`src/rtl/local_maxima_pkg.sv`:
```
// Shared types and defaults for the local-maxima peak collector.
// Holds the FSM encoding and the default index width / FIFO depth.
package local_maxima_pkg;

    localparam int IDX_W_DEF = 8;
    localparam int DEPTH_DEF = 16;

    typedef enum logic [1:0] {
        COLLECT = 2'd0,
        DRAIN   = 2'd1,
        DONE    = 2'd2
    } state_e;

endpackage

```
`src/rtl/local_maxima_peak_fifo.sv`:
```
// Peak-index FIFO: flop storage, full/empty flags, same-cycle push/pop.
// A push into a full FIFO is taken only when a pop frees the slot that cycle.
module local_maxima_peak_fifo
    import local_maxima_pkg::*;
#(
    parameter int W     = IDX_W_DEF,
    parameter int DEPTH = DEPTH_DEF
) (
    input  logic         clk,
    input  logic         rst,
    input  logic         push,
    input  logic [W-1:0] wr_data,
    input  logic         rd_ready,
    output logic         rd_valid,
    output logic [W-1:0] rd_data,
    output logic         full,
    output logic         empty
);

    localparam int AW = $clog2(DEPTH);
    localparam int CW = AW + 1;

    logic [W-1:0]  mem_q [DEPTH];
    logic [AW-1:0] wr_ptr_q, wr_ptr_d;
    logic [AW-1:0] rd_ptr_q, rd_ptr_d;
    logic [CW-1:0] count_q, count_d;
    logic          do_push;
    logic          do_pop;

    assign empty    = (count_q == '0);
    assign full     = (count_q == CW'(DEPTH));
    assign rd_valid = !empty;
    // Empty (and therefore reset) forces a zero index onto the output.
    assign rd_data  = empty ? '0 : mem_q[rd_ptr_q];

    always_comb begin
        do_pop   = rd_valid && rd_ready;
        do_push  = push && (!full || do_pop);
        wr_ptr_d = wr_ptr_q;
        rd_ptr_d = rd_ptr_q;
        count_d  = count_q;
        if (do_push) begin
            wr_ptr_d = wr_ptr_q + AW'(1);
        end
        if (do_pop) begin
            rd_ptr_d = rd_ptr_q + AW'(1);
        end
        if (do_push && !do_pop) begin
            count_d = count_q + CW'(1);
        end else if (do_pop && !do_push) begin
            count_d = count_q - CW'(1);
        end
    end

    always_ff @(posedge clk or negedge rst) begin
        if (!rst) begin
            wr_ptr_q <= '0;
            rd_ptr_q <= '0;
            count_q  <= '0;
        end else begin
            wr_ptr_q <= wr_ptr_d;
            rd_ptr_q <= rd_ptr_d;
            count_q  <= count_d;
        end
    end

    always_ff @(posedge clk) begin
        if (do_push) begin
            mem_q[wr_ptr_q] <= wr_data;
        end
    end

endmodule

```
`src/rtl/local_maxima_collector.sv`:
```
// Collects sample indices of detector peaks into a FIFO and drains them
// after end-of-stream; counts all peaks and flags any that were dropped.
module local_maxima_collector
    import local_maxima_pkg::*;
#(
    parameter int IDX_W = IDX_W_DEF,
    parameter int DEPTH = DEPTH_DEF
) (
    input  logic             clk,
    input  logic             rst,
    input  logic             en,
    input  logic             peak_in,
    input  logic             finish_in,
    input  logic             rd_ready,
    output logic             rd_valid,
    output logic [IDX_W-1:0] rd_idx,
    output logic [IDX_W:0]   peak_count,
    output logic             overflow,
    output logic             done
);

    localparam int PC_W = IDX_W + 1;
    localparam logic [PC_W-1:0] PC_MAX = '1;

    state_e           state_q, state_d;
    logic [IDX_W-1:0] idx_q, idx_d;
    logic [PC_W-1:0]  pc_q, pc_d;
    logic             ovf_q, ovf_d;
    logic             push;
    logic             pop;
    logic             fifo_full;
    logic             fifo_empty;

    assign pop        = rd_valid && rd_ready;
    assign peak_count = pc_q;
    assign overflow   = ovf_q;
    assign done       = (state_q == DONE);

    always_comb begin
        state_d = state_q;
        idx_d   = idx_q;
        pc_d    = pc_q;
        ovf_d   = ovf_q;
        push    = 1'b0;
        unique case (state_q)
            COLLECT: begin
                if (en) begin
                    idx_d = idx_q + IDX_W'(1);
                    if (peak_in) begin
                        push = 1'b1;
                        if (pc_q != PC_MAX) begin
                            pc_d = pc_q + PC_W'(1);
                        end
                        if (fifo_full && !pop) begin
                            ovf_d = 1'b1;
                        end
                    end
                end
                if (finish_in) begin
                    state_d = DRAIN;
                end
            end
            DRAIN: begin
                if (fifo_empty) begin
                    state_d = DONE;
                end
            end
            DONE: begin
                state_d = DONE;
            end
            default: begin
                state_d = COLLECT;
            end
        endcase
    end

    always_ff @(posedge clk or negedge rst) begin
        if (!rst) begin
            state_q <= COLLECT;
            idx_q   <= '0;
            pc_q    <= '0;
            ovf_q   <= 1'b0;
        end else begin
            state_q <= state_d;
            idx_q   <= idx_d;
            pc_q    <= pc_d;
            ovf_q   <= ovf_d;
        end
    end

    local_maxima_peak_fifo #(
        .W     (IDX_W),
        .DEPTH (DEPTH)
    ) u_fifo (
        .clk      (clk),
        .rst      (rst),
        .push     (push),
        .wr_data  (idx_q),
        .rd_ready (rd_ready),
        .rd_valid (rd_valid),
        .rd_data  (rd_idx),
        .full     (fifo_full),
        .empty    (fifo_empty)
    );

endmodule

```
`config.mk`:
```
export PLATFORM = sky130hd
export DESIGN_NAME = local_maxima_collector
export DESIGN_NICKNAME = d
export VERILOG_FILES = /design/src/rtl/local_maxima_pkg.sv /design/src/rtl/local_maxima_peak_fifo.sv /design/src/rtl/local_maxima_collector.sv
export SDC_FILE = /design/constraint.sdc
export NUM_CORES = 1
export LEC_CHECK = 0
export CAP_MARGIN = 20
export CELL_PAD_IN_SITES_DETAIL_PLACEMENT = 1
export CELL_PAD_IN_SITES_GLOBAL_PLACEMENT = 1
export CORE_ASPECT_RATIO = 1.1
export CORE_MARGIN = 1
export CORE_UTILIZATION = 55
export CTS_BUF_LIST = sky130_fd_sc_hd__clkbuf_4 sky130_fd_sc_hd__clkbuf_8 sky130_fd_sc_hd__clkbuf_16
export CTS_CLUSTER_DIAMETER = 150
export DETAILED_ROUTE_END_ITERATION = 12
export DONT_BUFFER_PORTS = 1
export HOLD_SLACK_MARGIN = 0.06
export MAX_ROUTING_LAYER = met4
export PLACE_DENSITY = 0.86
export SKIP_CTS_REPAIR_TIMING = 1
export SLEW_MARGIN = 0
export SYNTH_ARGS = -nofsm -noshare
export SYNTH_HDL_FRONTEND = slang
export SYNTH_SLANG_ARGS = --single-unit
```
`constraint.sdc`:
```
create_clock -name clk -period 3.5 [get_ports clk]
set_input_delay 0.35 -clock clk [delete_from_list [all_inputs] [get_ports clk]]
set_output_delay 0.35 -clock clk [all_outputs]
set_load 0.02 [all_outputs]
```
======== Word level (Yosys, flattened, before mapping) ========
Memory sizes are Yosys's and may differ from the RTL's.
Index checks and enable logic that the tools add are counted.
word-level totals
  memory bits (read-only) ................. 0
  RAM bits ................................ 128
  output and inout bits ................... 20
  register bits after elaboration ......... 33
  bits in latches ......................... 0
  memories kept ........................... 1
memory list
  name          words  width  rd ports  clocked after Yosys merged registers in  wr ports  RTL line                      source
  u_fifo.mem_q  16     8      1         0                                        1         local_maxima_peak_fifo.sv:23  logic [W-1:0] mem_q [DEPTH];
operators by class
  multipliers ............................. 0
  magnitude comparators ................... 0
  muxes and demuxes ....................... 11
  shift-type cells ........................ 0
  divide/modulo/power cells ............... 0
  reduce and logical (&&, ||, !) cells .... 17
  bitwise operators ....................... 0
  eq/ne operators ......................... 6
  add/sub/neg operators ................... 6
operators with widths
  operator               count
  $mux W5                2
  $add A9 B1 Y9 const B  1
  $ne A9 B9 Y1 const B   1
  $add A4 B1 Y4 const B  2
  $add A8 B1 Y8 const B  1
  $mux W8                1
  $reduce_and A4 Y1      2
  $pmux W2 S3            1
  $add A5 B1 Y5 const B  1
  $eq A5 B5 Y1 const B   1
  $logic_and A1 B1 Y1    5
  $logic_not A5 Y1       1
  $mux W1                5
  $sub A5 B1 Y5 const B  1
  $logic_not A1 Y1       4
  $mux W2                2
  $reduce_and A2 Y1      2
  $eq A2 B1 Y1 const B   1
  $eq A2 B2 Y1 const B   1
  $logic_not A2 Y1       1
  $ne A2 B1 Y1 const B   1
  $ne A2 B2 Y1 const B   1
  $reduce_bool A2 Y1     1
  $logic_or A1 B1 Y1     1

======== Logic depth before layout (Yosys ltp) ========
  depth after elaboration ................. 9
  gate-level depth with buffers ........... 12
  mapped depth without buffers ............ 11

======== By module ========
A second synthesis with hierarchy kept.
unflattened totals
  cell total of the unflattened synthesis .. 378
  area total of the unflattened synthesis .. 6802.8 µm²
modules (own cells, without submodules)
  module                  times used  area each (µm²)  sequential area each (µm²)  cells an instance
  local_maxima_peak_fifo  1           5863.1           4169.0                      299
  local_maxima_collector  1           939.7            500.5                       79

======== Least setup slack after synthesis ========
Ideal clock, no wire load.
  kind .................................... reg2reg
  start point ............................. register state_q[0]
  end point ............................... register u_fifo.count_q[4]
  data required time ...................... 3.364 ns
  path buffers ............................ 1
  arrival time ............................ 2.716 ns
  stages on the path, launching flop included .. 12
  clock period less this slack ............ 2.852 ns
  slack ................................... 0.648 ns
  library setup time ...................... 0.136 ns
  cells stage by stage .................... dfrtp_1 inv_1 ha_1 nand3_1 a31oi_1 buf_2 ha_1 inv_1 fa_1 a21o_1 a2111oi_0 o31ai_1
between the ends
  longest elaborated chain between the ends .. 6
RTL lines
  element                              RTL line                      source
  start: declaration                   local_maxima_collector.sv:25  state_e state_q, state_d;
  start signal: assignment             local_maxima_collector.sv:84  state_q <= state_d;
  $logic_not A2 Y1 (*)                 local_maxima_collector.sv:45  unique case (state_q)
  $mux W1 (*)                          local_maxima_collector.sv:45
  $logic_and A1 B1 Y1 (*)              local_maxima_peak_fifo.sv:38  do_push = push && (!full || do_pop);
  net u_fifo.do_push                   local_maxima_peak_fifo.sv:27  logic do_push;
  $logic_not A1 Y1                     local_maxima_peak_fifo.sv:50  end else if (do_pop && !do_push) begin
  $logic_and A1 B1 Y1                  local_maxima_peak_fifo.sv:50
  $reduce_bool A2 Y1 (no source line)  -
  end signal: assignment               local_maxima_peak_fifo.sv:63  count_q <= count_d;
  end: declaration                     local_maxima_peak_fifo.sv:26  logic [CW-1:0] count_q, count_d;
The timed path passes the listed nets; every way through them passes the cells marked *.
A chain may end at the register's enable or synchronous reset.

======== Worst setup path in the final report ========
  start point ............................. register u_fifo.count_q[0]
  end point ............................... register u_fifo.count_q[4]
between the ends
  longest elaborated chain between the ends .. 8
RTL lines
  element
  branches (longest 8 deep; another with $sub A5 B1 Y5)
Parallel ways; which one is timed is not known. The select of a mux whose other input is x is not followed.

==> impl_metrics.tcl <==
set metrics [dict create \
    report.final.hold_viol_count 0 \
    num-fill-cells 1014 \
    antenna_found_initial 0 \
    syn_to_final_growth_pct 11.2 \
    ant_nets 0 \
    grt_pass1_wl_mm 22.7 \
    die_y_um 119 \
    fin_crit_sh 0.860 \
    wire_per_inst_um 27.0 \
    vias 3448 \
    pwr-share-comb 0.003 \
    setup_viol 0 \
    synth_fp_nets 395 \
    dpl-instance-area_sq_um 6930 \
    place_inst 521 \
    routed_wirelength_mm 15.0 \
    worst_slew_pin_slew_ns 0.781 \
    critPathMaxStageDelay_ns 0.48 \
    p_clk_frac 0.477 \
    crit_fanout 6 \
    syn_area_sq_um 6790 \
    crit_type "flop to flop" \
    max_freq_mhz 332 \
    insertedDiodeCount 0 \
    reg2reg_from "u_fifo.count_q[0]" \
    multi_input_area_sq_um 1950 \
    r2r-end "u_fifo.count_q[4]" \
    root_buffer "clkbuf_16" \
    grt.total_usage 0.266 \
    rsz0062_at_grt "false" \
    cts_buffers 17 \
    drtIter0Drc 225 \
    grt_max_degree 36 \
    syn_inst 373 \
    path_cells "nor4_1 > nand2b_1 > nand2_1 > ha_1 > inv_1 > fa_1 > a21o_1 > a2111oi_0 > o31ai_1" \
    clock_sinks 161 \
    drv_slew 0 \
    switching_share 0.193 \
    worstPathArrival_ns 3.29 \
    drive_above_1_share 0.208 \
    initial_core_util 0.565 \
    post-route-drc-count 0 \
    ys_seq_elements 161 \
    pin_count 26 \
    cts_tree "done" \
    rr_worst_depth 9 \
    hold_path_depth 2 \
    timing.critical_path.required_ns 3.78 \
    holdCritPathClass "input port to flop" \
    async_flop_share 0.205 \
    leakage_uw 0.00280 \
    ir_drop_mv 0.289 \
    power_density_nw_per_um2 520 \
    ff_latch_area_sq_um 4670 \
    port_buffers 0 \
    synth_edf_count 128 \
    hp-start "en" \
    die_area_sq_um 12800 \
    p_switching_uw 758 \
    die_w_um 108 \
    grt.overflow.total 0 \
    cts_buffer_depth 2 \
    layout_commonest_cell "edfxtp_1" \
    worstHoldEndpoint "idx_q[2]" \
    crit_path_start "u_fifo.count_q[0]" \
    p_seq_frac 0.519 \
    syn_area_per_cell_sq_um 18.2 \
    ys.flop_type "edfxtp_1" \
    period_needed_ns 3.01 \
    coreArea_sq_um 12000 \
    seq_area_frac_synth 0.687 \
    end_kind "flop" \
    fin_cells 554 \
    crit_slowest_cell "nor4_1" \
    cts.htree.levels 4 \
    hpwl_mm 8.93 \
    finClkSkew_ns 0.0109 \
    ys_types 42 \
    final_cell_area_sq_um 7560 \
    viasPerCell 6.22 \
    finalSetupTns_ns 0 \
    gp_congestion 0.713 \
    nets 410 \
    status "completed" \
    layout_common_cells "edfxtp_1, dfrtp_1, mux4_2" \
    grt_pass1_vias 3796 \
    maxSlewHeadroom 0.479 \
    rows 42 \
    cts.clk_slew.worst_paths_ns 0.06 \
    clk_latency_ns 0.42 \
    p_int_uw 3170 \
    maxCapViolations 0 \
    synth_warnings 0 \
    first_pass_iters 4 \
    critPathLaunchType "flop" \
    reg2reg_slack_ns 0.49 \
]
-- state kept, by name, summed over array words and instances (netlist names) --
register / flops
u_fifo.mem_q: 128
peak_count: 9
idx_q: 8
u_fifo.count_q: 5
u_fifo.rd_ptr_q: 4
u_fifo.wr_ptr_q: 4
state_q: 2
overflow: 1
-- cells in the mapped netlist (all sizes together) (3+ instances only) --
master | n | area (sq um)
a21oi | 13 | 65.1
and2 | 4 | 25.0
and4 | 4 | 35.0
buf | 14 | 130
clkbuf | 4 | 15.0
dfrtp | 33 | 826
edfxtp | 128 | 3840
ha | 15 | 188
inv | 8 | 30.0
mux2 | 14 | 158
mux2i | 9 | 90.1
mux4 | 32 | 754
nand2 | 12 | 45.0
nand3 | 10 | 50.1
nand4 | 6 | 37.5
nor2 | 5 | 18.8
nor3 | 3 | 15.0
nor3b | 4 | 30.0
o21ai | 12 | 60.1
xnor2 | 18 | 158
xor2 | 5 | 43.8
-- logic make-up after synthesis --
kind of cell               share of synthesized area
muxes                                          0.148
DFF                                            0.687
AOI/OAI and AO/OA                             0.0265
buffers and inverters                         0.0258
adders and majority gates                     0.0306
and+or+nand+nor                               0.0527
xor gates and xnor gates                      0.0296
-- worst max-delay path: cells and delay by family, from the launching register on --
| family | cells | cell delay [ns] |
|---|---|---|
| fa+ha+maj | 2 | 0.67 |
| compound gates | 3 | 0.83 |
| simple gates | 3 | 0.77 |
| flops | 1 | 0.45 |
| buf+inv | 1 | 0.15 |
-- routing by layer --
layer / global-route usage / up-vias / wire [um]
li1: - / 1502 / -
met1: 0.326 / 1813 / 5950
met2: 0.424 / 119 / 7990
met3: 0.0706 / 14 / 838
met4: 0.0967 / 0 / 197
met5: - / - / 0
-- worst max-delay path by stage --
stage	depth (start not counted)	to	slack, ns
CTS	9	u_fifo.count_q[4]	0.52
detailed placement	9	u_fifo.count_q[4]	0.56
floorplan	11	u_fifo.count_q[4]	0.65
global placement	9	u_fifo.count_q[4]	0.72
global route	9	u_fifo.count_q[4]	0.30
finish	9	u_fifo.count_q[4]	0.49
-- power groups by stage --
| stage | logic (uW) | registers (uW) | clock network (uW) |
|---|---|---|---|
| after floorplan | 1.20 | 2080 | 0 |
| after global placement | 1.22 | 2080 | 0 |
| after detailed placement | 1.30 | 2080 | 0 |
| after CTS | 1.30 | 2040 | 1900 |
| after global routing | 14.3 | 2040 | 1960 |
| final | 12.1 | 2040 | 1880 |
-- final cells by class --
cell class / instances / share of cell area
Multi-Input combinational cell: 186 / 0.258
Tap cell: 154 / 0.0255
Timing Repair Buffer: 14 / 0.0159
Clock buffer: 18 / 0.0573
Clock inverter: 13 / 0.0214
Inverter: 8 / 0.00397
Sequential cell: 161 / 0.618
-- stage by stage --
| step | worst slack [ns] | hold slack, ns | utilization | power, uW |
|---|---|---|---|---|
| after floorplan | 0.648 | 0.0544 | - | 2080 |
| after global placement | 0.718 | 0.0552 | 0.576 | 2080 |
| after detailed placement | 0.558 | 0.0552 | 0.576 | 2080 |
| after CTS | 0.518 | -0.401 | 0.625 | 3950 |
| after global routing | 0.295 | 0.0831 | 0.628 | 4010 |
| final | 0.491 | 0.0841 | 0.628 | 3930 |
Note: power is estimated with default switching activity, not from simulation.
